`src/rtl/mem_pkg.sv`:
```
`default_nettype none
// ============================================================================
// Module   : mem_pkg
// Brief    : Shared widths and FSM state encoding for the mem_copy_dma block.
// Revision : 1.0 - initial release
// ============================================================================
package mem_pkg;

  localparam int C_AW = 16;
  localparam int C_DW = 32;

  typedef enum logic [2:0] {
    ST_IDLE = 3'd0,
    ST_RD   = 3'd1,
    ST_RDW  = 3'd2,
    ST_WR   = 3'd3,
    ST_FIN  = 3'd4
  } state_t;

endpackage
`default_nettype wire

```
`src/rtl/mem_copy_dma_if.sv`:
```
`default_nettype none
// ============================================================================
// Module   : mem_copy_dma_if
// Brief    : Single-port memory bus between the copy engine and the memory.
// Revision : 1.0 - initial release
// ============================================================================
interface mem_copy_dma_if
  import mem_pkg::*;
#(
  parameter int AW = C_AW,
  parameter int DW = C_DW
);

  logic [AW-1:0] mem_addr;
  logic [DW-1:0] mem_wdata;
  logic          mem_write;
  logic [DW-1:0] mem_rdata;

  modport master (
    output mem_addr,
    output mem_wdata,
    output mem_write,
    input  mem_rdata
  );

  modport slave (
    input  mem_addr,
    input  mem_wdata,
    input  mem_write,
    output mem_rdata
  );

endinterface
`default_nettype wire

```
`src/rtl/mem_copy_dp.sv`:
```
`default_nettype none
// ============================================================================
// Module   : mem_copy_dp
// Brief    : Copy datapath: pointers, remaining count, read capture, checksum.
// Revision : 1.0 - initial release
// ============================================================================
module mem_copy_dp
  import mem_pkg::*;
#(
  parameter int AW = C_AW,
  parameter int DW = C_DW
) (
  input  logic          clk,
  input  logic          rst_n,
  input  logic          load,
  input  logic [AW-1:0] src_addr,
  input  logic [AW-1:0] dst_addr,
  input  logic [AW-1:0] length,
  input  logic          capture,
  input  logic          step,
  input  logic [DW-1:0] rdata,
  output logic [AW-1:0] src_ptr,
  output logic [AW-1:0] dst_ptr,
  output logic [AW-1:0] remaining,
  output logic [DW-1:0] data,
  output logic [DW-1:0] checksum
);

  logic [AW-1:0] r_src_ptr;
  logic [AW-1:0] r_dst_ptr;
  logic [AW-1:0] r_remaining;
  logic [DW-1:0] r_data;
  logic [DW-1:0] r_checksum;

  // load and step are mutually exclusive: they come from IDLE and WR respectively
  always_ff @(posedge clk or negedge rst_n) begin
    if (!rst_n) begin
      r_src_ptr   <= '0;
      r_dst_ptr   <= '0;
      r_remaining <= '0;
      r_data      <= '0;
      r_checksum  <= '0;
    end else begin
      if (load) begin
        r_src_ptr   <= src_addr;
        r_dst_ptr   <= dst_addr;
        r_remaining <= length;
        r_checksum  <= '0;
      end
      if (capture) begin
        r_data <= rdata;
      end
      if (step) begin
        r_checksum  <= r_checksum ^ r_data;
        r_src_ptr   <= r_src_ptr + AW'(1);
        r_dst_ptr   <= r_dst_ptr + AW'(1);
        r_remaining <= r_remaining - AW'(1);
      end
    end
  end

  assign src_ptr   = r_src_ptr;
  assign dst_ptr   = r_dst_ptr;
  assign remaining = r_remaining;
  assign data      = r_data;
  assign checksum  = r_checksum;

endmodule
`default_nettype wire

```
`src/rtl/mem_copy_dma.sv`:
```
`default_nettype none
// ============================================================================
// Module   : mem_copy_dma
// Brief    : Block copy engine for a single-port 32b/16b memory, 3 cycles/word.
// Revision : 1.0 - initial release
// ============================================================================
module mem_copy_dma
  import mem_pkg::*;
#(
  parameter int AW = C_AW,
  parameter int DW = C_DW
) (
  input  logic          clk,
  input  logic          rst_n,
  input  logic          start,
  input  logic [AW-1:0] src_addr,
  input  logic [AW-1:0] dst_addr,
  input  logic [AW-1:0] length,
  output logic          busy,
  output logic          done,
  output logic [DW-1:0] checksum,
  mem_copy_dma_if.master mem
);

  state_t        r_state;
  logic [AW-1:0] r_mem_addr;
  logic          r_mem_write;
  logic          r_busy;
  logic          r_done;

  logic          w_load;
  logic          w_capture;
  logic          w_step;
  logic [AW-1:0] w_src_ptr;
  logic [AW-1:0] w_dst_ptr;
  logic [AW-1:0] w_remaining;
  logic [DW-1:0] w_data;
  logic [DW-1:0] w_checksum;

  assign w_load    = (r_state == ST_IDLE) && start;
  assign w_capture = (r_state == ST_RDW);
  assign w_step    = (r_state == ST_WR);

  mem_copy_dp #(
    .AW (AW),
    .DW (DW)
  ) u_dp (
    .clk       (clk),
    .rst_n     (rst_n),
    .load      (w_load),
    .src_addr  (src_addr),
    .dst_addr  (dst_addr),
    .length    (length),
    .capture   (w_capture),
    .step      (w_step),
    .rdata     (mem.mem_rdata),
    .src_ptr   (w_src_ptr),
    .dst_ptr   (w_dst_ptr),
    .remaining (w_remaining),
    .data      (w_data),
    .checksum  (w_checksum)
  );

  // Outputs are assigned for the state being entered so they are registered.
  always_ff @(posedge clk or negedge rst_n) begin
    if (!rst_n) begin
      r_state     <= ST_IDLE;
      r_mem_addr  <= '0;
      r_mem_write <= 1'b0;
      r_busy      <= 1'b0;
      r_done      <= 1'b0;
    end else begin
      case (r_state)
        ST_IDLE: begin
          r_busy      <= 1'b0;
          r_done      <= 1'b0;
          r_mem_write <= 1'b0;
          if (start) begin
            r_busy     <= 1'b1;
            r_mem_addr <= src_addr;
            if (length == '0) begin
              r_state <= ST_FIN;
              r_done  <= 1'b1;
            end else begin
              r_state <= ST_RD;
            end
          end
        end
        ST_RD: begin
          r_state <= ST_RDW;
        end
        ST_RDW: begin
          r_state     <= ST_WR;
          r_mem_addr  <= w_dst_ptr;
          r_mem_write <= 1'b1;
        end
        ST_WR: begin
          r_mem_write <= 1'b0;
          if (w_remaining == AW'(1)) begin
            r_state <= ST_FIN;
            r_done  <= 1'b1;
          end else begin
            r_state    <= ST_RD;
            r_mem_addr <= w_src_ptr + AW'(1);
          end
        end
        ST_FIN: begin
          r_done  <= 1'b0;
          r_busy  <= 1'b0;
          r_state <= ST_IDLE;
        end
        default: begin
          r_state     <= ST_IDLE;
          r_mem_write <= 1'b0;
          r_busy      <= 1'b0;
          r_done      <= 1'b0;
        end
      endcase
    end
  end

  assign busy          = r_busy;
  assign done          = r_done;
  assign checksum      = w_checksum;
  assign mem.mem_addr  = r_mem_addr;
  assign mem.mem_wdata = w_data;
  assign mem.mem_write = r_mem_write;

endmodule
`default_nettype wire

```
`src/flat_wrapper.sv`:
```
// flat-port wrapper written by rule: the top's interface ports become plain ports
module mem_copy_dma_flat import mem_pkg::*;
#(
  parameter int AW = C_AW,
  parameter int DW = C_DW
)
  (clk, rst_n, start, src_addr, dst_addr, length, busy, done, checksum, mem_mem_addr, mem_mem_wdata, mem_mem_write, mem_mem_rdata);
  mem_copy_dma_if #(.AW(AW), .DW(DW)) mem_i ();
  input  logic clk;
  input  logic rst_n;
  input  logic start;
  input  logic [AW-1:0] src_addr;
  input  logic [AW-1:0] dst_addr;
  input  logic [AW-1:0] length;
  output logic busy;
  output logic done;
  output logic [DW-1:0] checksum;
  output wire logic [$bits(mem_i.mem_addr)-1:0] mem_mem_addr;
  output wire logic [$bits(mem_i.mem_wdata)-1:0] mem_mem_wdata;
  output wire logic [$bits(mem_i.mem_write)-1:0] mem_mem_write;
  input wire logic [$bits(mem_i.mem_rdata)-1:0] mem_mem_rdata;
  assign mem_mem_addr = mem_i.mem_addr;
  assign mem_mem_wdata = mem_i.mem_wdata;
  assign mem_mem_write = mem_i.mem_write;
  assign mem_i.mem_rdata = mem_mem_rdata;
  mem_copy_dma #(.AW(AW), .DW(DW)) u_core (.clk(clk), .rst_n(rst_n), .start(start), .src_addr(src_addr), .dst_addr(dst_addr), .length(length), .busy(busy), .done(done), .checksum(checksum), .mem(mem_i));
endmodule
```
`config.mk`:
```
export PLATFORM = sky130hd
export DESIGN_NAME = mem_copy_dma_flat
export DESIGN_NICKNAME = d
export VERILOG_FILES = /design/src/rtl/mem_pkg.sv /design/src/rtl/mem_copy_dma_if.sv /design/src/rtl/mem_copy_dp.sv /design/src/rtl/mem_copy_dma.sv /design/src/flat_wrapper.sv
export SDC_FILE = /design/constraint.sdc
export NUM_CORES = 1
export LEC_CHECK = 0
export CORE_MARGIN = 10
export CORE_UTILIZATION = 28
export CTS_CLUSTER_SIZE = 10
export DETAILED_ROUTE_END_ITERATION = 7
export GPL_TIMING_DRIVEN = 1
export PLACE_DENSITY = 0.61
export RECOVER_POWER = 25
export SLEW_MARGIN = 20
export SYNTH_ARGS = -nofsm -noshare
export SYNTH_HDL_FRONTEND = slang
export SYNTH_SLANG_ARGS = --single-unit
export TNS_END_PERCENT = 10
```
`constraint.sdc`:
```
create_clock -name clk -period 2 [get_ports clk]
set_clock_uncertainty 0.15 [all_clocks]
set_input_delay 0.3 -clock clk [delete_from_list [all_inputs] [get_ports clk]]
set_output_delay 0.3 -clock clk [all_outputs]
set_load 0.02 [all_outputs]
```
# Yosys cells after proc, flatten, opt, wreduce, memory -nomap -nowiden
# Index checks and enable logic that the tools add are counted.
# W data, S select, Z words.
# op_classes
addsub	3
n_reduce_logical	10
n_bitwise	2
n_eq_ne	8
n_mux	22
# ops
operator	count
$mux W16	8
$mux W32	2
$pmux W16 S3	1
$add A16 B1 Y16 const B	2
$xor A32 B32 Y32	1
$eq A16 B1 Y1 const B	1
$logic_not A16 Y1	1
$sub A16 B1 Y16 const B	1
$pmux W3 S4	1
$mux W3	3
$eq A3 B2 Y1 const B	2
$mux W1	4
$ne A2 B2 Y1 const B	2
$pmux W1 S2	2
$reduce_or A2 Y1	2
$eq A3 B1 Y1 const B	1
$eq A3 B3 Y1 const B	1
$logic_not A3 Y1	1
$pmux W1 S3	1
$reduce_and A3 Y1	1
$reduce_bool A3 Y1	1
$reduce_or A3 Y1	1
$ne A2 B1 Y1 const B	1
$reduce_and A2 Y1	1
other kinds (3)	3
# word_totals
out_inout_bits	83
reg_bits	134
elab_cells	55
input_bits	83

# Depth between registers and ports, before layout
# Gate-level depths: netlist of run 1.
# depth
word_depth	4
depth_mapped	8
mapped_depth_nobuf	6

# Modules after synthesis
# Synthesis of run 1 repeated with hierarchy kept, for this count alone.
# unflattened
cells_unflattened	729
area_unflattened_um2	7151.9
# by_module_without_submodules
mod	area_each_um2	instances	seq_area_each_um2	cells_per_inst
mem_copy_dp	5601.6	1	2802.7	543
mem_copy_dma	1550.2	1	550.5	186

# Worst setup path before layout of run 1
# No wires, ideal clock.
# synth_timing
path_kind	register to register
start	register u_core.u_dp.r_remaining[0], in the netlist u_core.u_dp.remaining[0]
end	register u_core.u_dp.r_remaining[14], in the netlist u_core.u_dp.remaining[14]
n_path_buf	2
setup_time_ps	136
synth_period_minus_slack_ps	2082
required_time_ps	1714
arrival_time_ps	1796
stages_incl_launch_ff	9
slack_ps	-82
path_cell_list	dfrtp_1 inv_1 ha_1 or3b_1 clkbuf_1 or3_1 clkbuf_1 o211ai_1 o311ai_1
# synth_between
elab_chain_cells	2
# synth_lines
element	line_no	rtl
from (decl)	mem_copy_dp.sv:31	logic [AW-1:0] r_remaining;
from (signal assigned)	mem_copy_dp.sv:47	r_remaining <= length;
from (signal assigned)	mem_copy_dp.sv:57	r_remaining <= r_remaining - AW'(1);
$sub A16 B1 Y16	mem_copy_dp.sv:57	
$mux W16	mem_copy_dp.sv:53	if (step) begin
# Every way passes these cells.
# A chain may end at the register's enable or synchronous reset.

# Worst setup path in the final report of run 1
# layout_timing
start	register u_core.u_dp.r_remaining[1], in the netlist u_core.u_dp.remaining[1]
end	register u_core.u_dp.r_remaining[10], in the netlist u_core.u_dp.remaining[10]
# The elaborated chain is that of the path after synthesis.

==> flow_metrics.py, run 1 <==
metrics = {
    "routing": {
        "wirelength_mm": 23.1,
        "drt-wirelength-per-cell_um": 18.5,
        "drtIter0Drc": 444,
        "vias_per_cell": 4.91,
        "dr.pass1.iters": 5,
        "post-route-drc-count": 0,
        "ant_nets": 0,
        "via_count": 6131,
    },
    "global_route": {
        "grt_pass1_vias": 6382,
        "grt_antenna_before_repair": 1,
        "grt_first_pass_wirelength_mm": 36.0,
        "overflow": 0,
        "grt_use_total_pct": 14.5,
        "grt_max_degree": 46,
    },
    "worst_setup_path": {
        "cp-end-kind": "flip-flop",
        "crit_arrival_ps": 2150,
        "startpoint_type": "flip-flop",
        "critPathMaxStageDelay_ps": 410,
        "worstSetupPathType": "reg2reg",
        "crit_top_cell": "o211ai_1",
        "path_delay_family": "simple AND/OR/NAND/NOR gates",
        "crit_chain": "inv_2 -> ha_4 -> or3b_4 -> or3_4 -> o211ai_1 -> o211ai_1",
        "path_buf_inv": 1,
        "worstPathRequired_ps": 2140,
        "worstPathMaxFanout": 6,
        "slowest_stage": "dfrtp_1",
    },
    "clock_tree": {
        "numCtsBuffers": 17,
        "tritoncts_num_sinks": 134,
        "clk_pin_slew_ps": 60,
        "clockBufferDepth": 2,
        "root_buffer": "clkbuf_16",
        "clk_latency_ps": 420,
        "cts_tree": "done",
        "htree_num_levels": 4,
    },
    "timing": {
        "setup_viol": 2,
        "worstMarginPinSlew_ps": 707,
        "rsz0062_at_grt": "yes",
        "setup_tns_ps": -12.5,
        "finalCriticalPeriod_ps": 2010,
        "hold_violations": 0,
        "slew-limit-headroom_pct": 52.9,
        "setup_slack_ps": -8.40,
        "max_freq_ghz": 0.498,
        "period_share_pct": 100,
        "drv_slew": 0,
    },
    "synthesis": {
        "async_reset_ff_share_pct": 100,
        "synthXorXnorAreaFrac_pct": 4.40,
        "synth_area_sq_mm": 0.00697,
        "seq_area_frac_synth_pct": 48.1,
        "post-synth-top-count-cell": "dfrtp_1",
        "synth.area.mux_share_pct": 7.97,
        "synthFlopType": "dfrtp_1",
        "synth_edf_count": 0,
        "avgSynthCellArea_sq_um": 10.0,
        "synth_top_area_cell": "dfrtp_1",
        "synth_commonest_cells": "134 x dfrtp_1, 87 x nor2_1, 74 x nand2_1",
        "synth_warnings": 0,
        "synth_top_area_share_pct": 48.1,
        "synth_top_family_by_area": "simple AND/OR/NAND/NOR gates",
        "synth.area.top_cells": "dfrtp_1 48%, mux2_2 6.3%, nor2_1 4.7%",
        "synth-simple-area-share_pct": 19.0,
        "ys_seq_elements": 134,
        "synth_nets": 782,
        "synthDistinctLibCells": 67,
        "synthAdderAreaFrac_pct": 0.718,
        "synth_cells": 695,
        "synth-compound-area-share_pct": 15.1,
    },
    "placement": {
        "gp_congestion": 0.853,
        "dpl_cell_area_sq_mm": 0.00951,
        "port_buffers": 165,
        "dp_hpwl_mm": 17.3,
    },
    "min_path": {
        "hp-class": "in2async",
    },
    "floorplanning": {
        "start_util_pct": 28.6,
        "die_w_um": 178,
        "die_area_sq_mm": 0.0316,
        "ios": 166,
        "rows": 57,
        "design.core.area_sq_mm": 0.0244,
        "die_h_um": 178,
    },
    "status": {
        "violations": "setup timing",
        "status": "finished with violations",
    },
    "final_layout": {
        "diodes": 0,
        "fin_area_sq_mm": 0.0102,
        "nets": 998,
        "drive_above_1_share_pct": 20.9,
        "areaGrowthSynthToFinish_pct": 46.3,
    },
    "flow_run": {
        "drv_cap": 0,
    },
    "power_and_ir_drop": {
        "power.density_mw_per_mm2": 1800,
        "p_leak_nw": 4.21,
        "ir_drop_v": 0.000775,
    },
}
## final cells by class
class,instances,area (sq um)
inverters,20,75.1
repair buffers,249,2390
well taps,324,405
clock inverters,14,164
multi-input cells,489,3370
flip-flops and latches,134,3360
clock buffers,18,439
fillers,2378,14200
## state kept, by name (all words and copies together), names as in the netlist
| register | flops |
|---|---|
| u_core.u_dp.checksum | 32 |
| u_core.u_dp.data | 32 |
| u_core.mem.mem_addr | 16 |
| u_core.u_dp.dst_ptr | 16 |
| u_core.u_dp.remaining | 16 |
| u_core.u_dp.src_ptr | 16 |
| u_core.r_state | 3 |
| u_core.busy | 1 |
| u_core.done | 1 |
| u_core.mem.mem_write | 1 |
## metal layers
layer / share of wire, % / GRT usage, %
met1: 44 / 18.1
met2: 50 / 24.1
met3: 5.0 / 3.27
met4: 1.8 / 5.00
met5: 0 / 0
## worst reg2reg max path: cells and delay by family (launching register included)
family                     cells  cell delay, ps
AOI/OAI and AO/OA              2             300
and+or+nand+nor                2             780
buffers and inverters          1             100
DFF                            1             410
adders and majority gates      1             130
## where the power goes
group / leakage (nW) / internal, W / total (W) / switching (W)
sequential: 1.57 / 0.00408 / 0.00527 / 0.00119
combinational: 2.35 / 0.00474 / 0.00982 / 0.00507
clock: 0.286 / 0.00190 / 0.00323 / 0.00133
total: 4.21 / 0.0107 / 0.0183 / 0.00759
## cell families after synthesis
family	count (synthesis)
simple gates	257
compound gates	143
flops	134
buf+inv	72
mux	50
xor+xnor	35
fa+ha+maj	4
## cells in the final DEF, fill, tap and decap left out, types with 10 or more instances in the layout
master and instances:
clkbuf_16 17, nand3_1 17, xor2_1 33, mux2_2 38, o21ai_0 25, inv_1 18, nand2_1 74, a21oi_1 19
clkdlybuf4s50_1 164, nand4_1 10, nor2_1 86, buf_4 70, a211oi_1 10, dfrtp_1 130
## path summary, 6_finish.rpt
kind	from	slack, ps	depth (start not counted)	to
hold / removal	rst_n	310	2	u_core.u_dp.remaining[9]
max in group asynchronous	rst_n	200	3	u_core.u_dp.data[22]
hold reg to reg	u_core.u_dp.checksum[31]	350	1	u_core.u_dp.checksum[31]
setup reg to reg	u_core.u_dp.remaining[1]	-8	6	u_core.u_dp.remaining[10]
setup / recovery	u_core.u_dp.remaining[1]	-8	6	u_core.u_dp.remaining[10]
min in group clk	dst_addr[1]	320	3	u_core.u_dp.dst_ptr[1]
## through the flow
step	power (W)	setup slack (ps)	std cells	util, %	hold WS (ps)
2_1_floorplan	0.0107	-39.2	695	-	-146
3_3_place_gp	0.0148	-136	1212	39.0	46.8
3_5_place_dp	0.0150	-219	1212	39.0	49.5
4_1_cts	0.0183	-26.2	1245	41.6	173
5_1_grt	0.0196	-84.3	1248	41.8	326
6_report	0.0183	-8.40	1248	41.8	307
## repair_timing
item | CTS | global route
pin swaps | 0 | 3
hold buffers | 1 | 0
endpoints found under the setup margin | 16 | 62
endpoints found under the hold margin | 134 | 0
resized for setup | 5 | 19
setup buffers | 0 | 3
No activity file was read; power rests on OpenSTA's default activity.
==> run 2, diff against run 1 <==
Settings changed: REMOVE_ABC_BUFFERS from default to 1.
==> run 2 against run 1 <==
Compared with the run above:
- clock power rose by 8.7%
- cell count rose by 0.80%
- final area rose by 1.0%
- largest cell class unchanged
- sequential power barely moved
- utilization rose by 0.43 points
- setup slack got worse by 7.0 ps
- largest power group unchanged
- the flow still finishes with violations (setup timing)
- critical path depth did not move
- maximum frequency fell by 0.35%
- flip-flop and latch count did not move
- count of clock-buffer cells in the layout did not move
- register-to-register slack barely moved
- global-route usage fell by 0.56 points
==> flow_metrics.py, run 2 (synthesized netlist as in run 1, its figures left out) <==
metrics = {
    "final_layout": {
        "drive_above_1_share_pct": 21.2,
        "multiInputGateArea_sq_mm": 0.00340,
        "nets": 1006,
        "areaGrowthSynthToFinish_pct": 47.8,
        "final_cell_mix": "164 x clkdlybuf4s50_1, 132 x dfrtp_1, 86 x nor2_1",
        "fillers": 2368,
        "layout_commonest_cell": "clkdlybuf4s50_1",
        "register_area_sq_mm": 0.00336,
    },
    "worst_setup_path": {
        "worstPathMaxFanout": 6,
        "slowest_stage": "or3b_4",
        "worstSetupPathType": "reg2reg",
        "path_delay_family": "simple AND/OR/NAND/NOR gates",
        "startpoint_type": "flip-flop",
        "crit_arrival_ps": 2160,
        "cp-end-kind": "flip-flop",
        "critPathMaxStageDelay_ps": 420,
        "worstPathRequired_ps": 2140,
        "path_buf_inv": 1,
        "crit_chain": "inv_1 -> ha_1 -> or3b_4 -> or3_4 -> o211ai_1 -> o311ai_1",
    },
    "power_and_ir_drop": {
        "clkPwrFrac_pct": 19.0,
        "sequentialPowerShare_pct": 28.6,
        "combinationalPowerShare_pct": 52.4,
        "power.density_mw_per_mm2": 1790,
        "p_sw_share_pct": 40.2,
        "p_leak_nw": 4.28,
        "power_switching_w": 0.00743,
        "internal_power_w": 0.0110,
        "ir_drop_v": 0.000844,
    },
    "status": {
        "status": "finished with violations",
        "violations": "setup timing",
    },
    "global_route": {
        "gr-max-usage-layer": "met2",
        "grt_antenna_before_repair": 5,
        "overflow": 0,
        "use_met2_pct": 21.6,
        "grt_use_total_pct": 13.9,
        "grt_pass1_vias": 6272,
        "use_met3_pct": 5.84,
        "grt_first_pass_wirelength_mm": 34.9,
        "grt_max_degree": 45,
        "met1_usage_pct": 17.2,
    },
    "routing": {
        "vias_per_cell": 4.90,
        "post-route-drc-count": 0,
        "ant_nets": 0,
        "dr.pass1.iters": 4,
        "wirelength_mm": 22.3,
        "drtIter0Drc": 238,
        "drt-wirelength-per-cell_um": 17.7,
        "via_count": 6159,
    },
    "timing": {
        "finalCriticalPeriod_ps": 2020,
        "drv_slew": 0,
        "hold_violations": 0,
        "worstMarginPinSlew_ps": 1010,
        "setup_viol": 1,
        "rsz0062_at_grt": "yes",
        "max_freq_ghz": 0.496,
        "period_share_pct": 101,
        "setup_slack_ps": -15.4,
        "slew-limit-headroom_pct": 32.6,
        "hold_slack_ps": 308,
    },
    "clock_tree": {
        "clockBufferDepth": 2,
        "htree_num_levels": 4,
        "tritoncts_num_sinks": 134,
        "clk_pin_slew_ps": 60,
        "root_buffer": "clkbuf_16",
        "cts_tree": "done",
        "numCtsBuffers": 17,
        "clk_latency_ps": 420,
    },
    "placement": {
        "gp_congestion": 0.858,
        "dp_hpwl_mm": 16.3,
        "dp_slack_ps": -245,
        "port_buffers": 165,
    },
    "floorplanning": {
        "die_h_um": 178,
        "design.core.area_sq_mm": 0.0244,
        "ios": 166,
        "die_area_sq_mm": 0.0316,
        "start_util_pct": 28.6,
        "die_w_um": 178,
        "rows": 57,
    },
    "flow_run": {
        "drv_cap": 0,
    },
    "min_path": {
        "hp-class": "in2reg",
    },
}
==> run 2: cell types whose count changed in the layout (fill, tap and decap cells not counted), moves of 3 or more <==
cell | previous run | this run
buf_12 | 8 | 5
nor4_4 | 3 | 6
bufinv_16 | 2 | 5
buf_4 | 70 | 78
==> run 2: layer usage <==
metal	vias to the layer above	share of wire [%]
met5	-	0.21
met4	6	1.6
met3	23	8.8
met2	182	46
met1	2969	44
li1	2979	-
==> run 2: final cells by class <==
| cell class | count | share of cell area [%] |
|---|---|---|
| clock inverters | 14 | 2.14 |
| diodes | 2 | 0.0486 |
| flip-flops and latches | 134 | 32.6 |
| repair buffers | 256 | 23.4 |
| inverters | 20 | 0.728 |
| clock buffers | 18 | 4.26 |
| multi-input cells | 490 | 33.0 |
| well taps | 324 | 3.93 |
==> run 2: repair_timing <==
| action | in CTS | in global routing |
|---|---|---|
| resized for setup | 6 | 16 |
| setup buffers | 0 | 0 |
| pin swaps | 0 | 1 |
| setup endpoints to repair | 17 | 59 |
| endpoints found under the hold margin | 35 | 0 |
| hold buffers | 1 | 0 |
| cloned | 0 | 1 |
==> run 2: final timing paths <==
kind | cells after the start | slack (ps) | end | startpoint
max in group asynchronous | 3 | 270 | u_core.u_dp.dst_ptr[14] | rst_n
min reg2reg | 1 | 350 | u_core.u_dp.checksum[31] | u_core.u_dp.checksum[31]
max reg2reg | 6 | -20 | u_core.u_dp.remaining[14] | u_core.u_dp.remaining[0]
min | 3 | 310 | u_core.u_dp.dst_ptr[10] | dst_addr[10]
max | 6 | -20 | u_core.u_dp.remaining[14] | u_core.u_dp.remaining[0]
min in group asynchronous | 2 | 430 | u_core.u_dp.data[0] | rst_n
==> run 2: per-stage QoR <==
step	setup TNS [ps]	area [sq um]	utilization [%]	instances	power (W)
finish	-15.4	10300	42.3	1258	0.0185
global route	-622	10300	42.2	1256	0.0198
CTS	-6.35	10300	42.0	1255	0.0186
detailed placement	-8690	9560	39.2	1222	0.0149
global placement	-6190	9560	39.2	1222	0.0147
floorplan	-359950	6720	-	643	0.0104
==> run 2: worst min-delay path, stage by stage <==
cell and delay, ps:
clkdlybuf4s50_1 390, nand2_1 60, o211ai_1 70
==> run 2: power by group through the flow <==
stage / logic (W) / clock network (W) / registers [W]
after global routing: 0.0106 / 0.00372 / 0.00549
after floorplan: 0.00419 / 0 / 0.00621
after detailed placement: 0.00961 / 0 / 0.00526
final: 0.00967 / 0.00351 / 0.00528
after global placement: 0.00949 / 0 / 0.00523
after CTS: 0.00968 / 0.00362 / 0.00525
==> run 3, diff against run 2 <==
Settings changed: PLACE_DENSITY 0.61 to 0.59, SETUP_SLACK_MARGIN from default to 0.5.
Clock period 2 ns to 2.4 ns, I/O delays scaled along.
==> run 3 against run 2 <==
Compared with the run above:
- the run now ends clean
- first-iteration DRC count rose by 55%
- count of clock-buffer cells in the layout fell by 1
- via count rose by 2.1%
- critical path depth did not move
- global-route usage rose by 0.52 points
- sequential power fell by 16%
- sequential share of layout area fell by 0.25 points
==> flow_metrics.py, run 3 (synthesized netlist as in run 1, its figures left out) <==
metrics = {
    "clock_tree": {
        "root_buffer": "clkbuf_16",
        "tritoncts_num_sinks": 134,
        "cts_tree": "done",
        "clk_latency_ps": 420,
        "clockBufferDepth": 2,
        "numCtsBuffers": 17,
        "htree_num_levels": 4,
        "clk_pin_slew_ps": 60,
    },
    "routing": {
        "drt-wirelength-per-cell_um": 18.9,
        "wirelength_mm": 23.7,
        "via_count": 6288,
        "drtIter0Drc": 368,
        "post-route-drc-count": 0,
        "ant_nets": 0,
        "dr.pass1.iters": 4,
        "vias_per_cell": 5.01,
    },
    "floorplanning": {
        "rows": 57,
        "design.core.area_sq_mm": 0.0244,
        "die_w_um": 178,
        "ios": 166,
        "die_h_um": 178,
        "die_area_sq_mm": 0.0316,
        "start_util_pct": 28.6,
    },
    "power_and_ir_drop": {
        "combinationalPowerShare_pct": 54.9,
        "power.density_mw_per_mm2": 1500,
        "internal_power_w": 0.00903,
        "ir_drop_v": 0.000659,
        "power_w": 0.0156,
        "p_sw_share_pct": 42.1,
        "power_switching_w": 0.00655,
        "sequentialPowerShare_pct": 28.6,
        "p_leak_nw": 4.29,
        "clkPwrFrac_pct": 16.5,
    },
    "timing": {
        "rsz0062_at_grt": "yes",
        "finalCriticalPeriod_ps": 2010,
        "slew-limit-headroom_pct": 62.7,
        "setup_tns_ps": 0,
        "period_share_pct": 83.9,
        "drv_slew": 0,
        "hold_slack_ps": 319,
        "setup_viol": 0,
        "max_freq_ghz": 0.497,
        "hold_violations": 0,
        "worstMarginPinSlew_ps": 559,
    },
    "worst_setup_path": {
        "worstPathRequired_ps": 2540,
        "startpoint_type": "flip-flop",
        "cp-end-kind": "flip-flop",
        "worstPathMaxFanout": 6,
        "crit_arrival_ps": 2160,
        "path_buf_inv": 1,
        "crit_chain": "inv_2 -> ha_4 -> or3b_4 -> or3_4 -> o211ai_1 -> o311ai_1",
        "worstSetupPathType": "reg2reg",
        "critPathMaxStageDelay_ps": 420,
        "reg2reg_depth": 6,
        "r2r-end": "u_core.u_dp.remaining[8]",
        "path_delay_family": "simple AND/OR/NAND/NOR gates",
        "r2r_slack_ps": 390,
        "r2r_start": "u_core.u_dp.remaining[0]",
        "slowest_stage": "or3b_4",
    },
    "min_path": {
        "hp-class": "in2async",
    },
    "global_route": {
        "grt_first_pass_wirelength_mm": 36.2,
        "overflow": 0,
        "grt_pass1_vias": 6346,
        "grt_max_degree": 53,
        "grt_use_total_pct": 14.5,
        "grt_antenna_before_repair": 3,
    },
    "placement": {
        "port_buffers": 165,
        "gp_congestion": 0.816,
        "dp_hpwl_mm": 16.0,
        "dp.cells": 1168,
    },
    "final_layout": {
        "final_cell_mix": "164 x clkdlybuf4s50_1, 126 x dfrtp_1, 84 x nor2_1",
        "drive_above_1_share_pct": 22.9,
        "layout_commonest_cell": "clkdlybuf4s50_1",
        "fillers": 2392,
        "nets": 1003,
        "layout.cells.non_filler": 1255,
        "areaGrowthSynthToFinish_pct": 49.3,
    },
    "status": {
        "status": "complete, no violations",
    },
    "flow_run": {
        "drv_cap": 0,
    },
}
==> run 3: cell types whose count changed in the layout (fill, tap and decap cells not counted), moves of 4 or more <==
cell       previous run  this run
buf_4                78        63
buf_6                 5        10
buf_12                5         9
dfrtp_2               2         8
bufinv_16             5         1
dfrtp_1             132       126
==> run 3: power by group through the flow <==
stage	logic (W)	clock network, W	registers, W
6_report	0.00856	0.00257	0.00445
5_1_grt	0.00928	0.00274	0.00463
4_1_cts	0.00802	0.00264	0.00446
3_5_place_dp	0.00755	0	0.00448
3_3_place_gp	0.00745	0	0.00446
2_1_floorplan	0.00349	0	0.00517
==> run 3: area by class of cell <==
class | instances | area, sq um | share of cell area [%]
multi-input combinational | 490 | 3470 | 33.3
sequential | 134 | 3360 | 32.3
timing repair buffer | 253 | 2520 | 24.2
clock buffer | 17 | 425 | 4.09
tap | 324 | 405 | 3.89
clock inverter | 15 | 148 | 1.42
inverter | 20 | 75.1 | 0.721
antenna | 2 | 5.00 | 0.0481
==> run 3: worst max-delay path by stage <==
stage | from | to | cells after the start
finish | u_core.u_dp.remaining[0] | u_core.u_dp.remaining[8] | 6
global route | u_core.r_state[1] | u_core.u_dp.dst_ptr[13] | 6
CTS | u_core.u_dp.src_ptr[7] | u_core.mem.mem_addr[15] | 5
detailed placement | start | u_core.u_dp.src_ptr[12] | 6
global placement | start | u_core.u_dp.dst_ptr[5] | 6
floorplan | u_core.r_state[0] | u_core.u_dp.dst_ptr[0] | 3
==> run 3: timing repair <==
| item | in CTS | in global routing |
|---|---|---|
| endpoints found under the hold margin | 50 | 0 |
| pin swaps | 3 | 14 |
| hold buffers | 1 | 0 |
| setup buffers | 22 | 25 |
| endpoints found under the setup margin | 210 | 184 |
| gates cloned | 2 | 3 |
| resized for setup | 29 | 32 |
==> run 3: layer usage <==
layer / vias to the layer above / routed length, um / global-route usage (%)
li1: 2977 / - / -
met5: - / 32 / 0
met3: 33 / 1870 / 5.69
met1: 3077 / 10200 / 18.0
met2: 195 / 11200 / 22.4
met4: 6 / 480 / 4.93
==> run 3: per-stage QoR <==
step                      cell area, sq um  util, %  worst slack (ps)
after floorplan                       6720        -             -4810
after global placement                9150     37.5              89.0
after detailed placement              9150     37.5              78.3
after CTS                            10000     41.1               375
after global routing                 10400     42.7               248
final                                10400     42.7               386
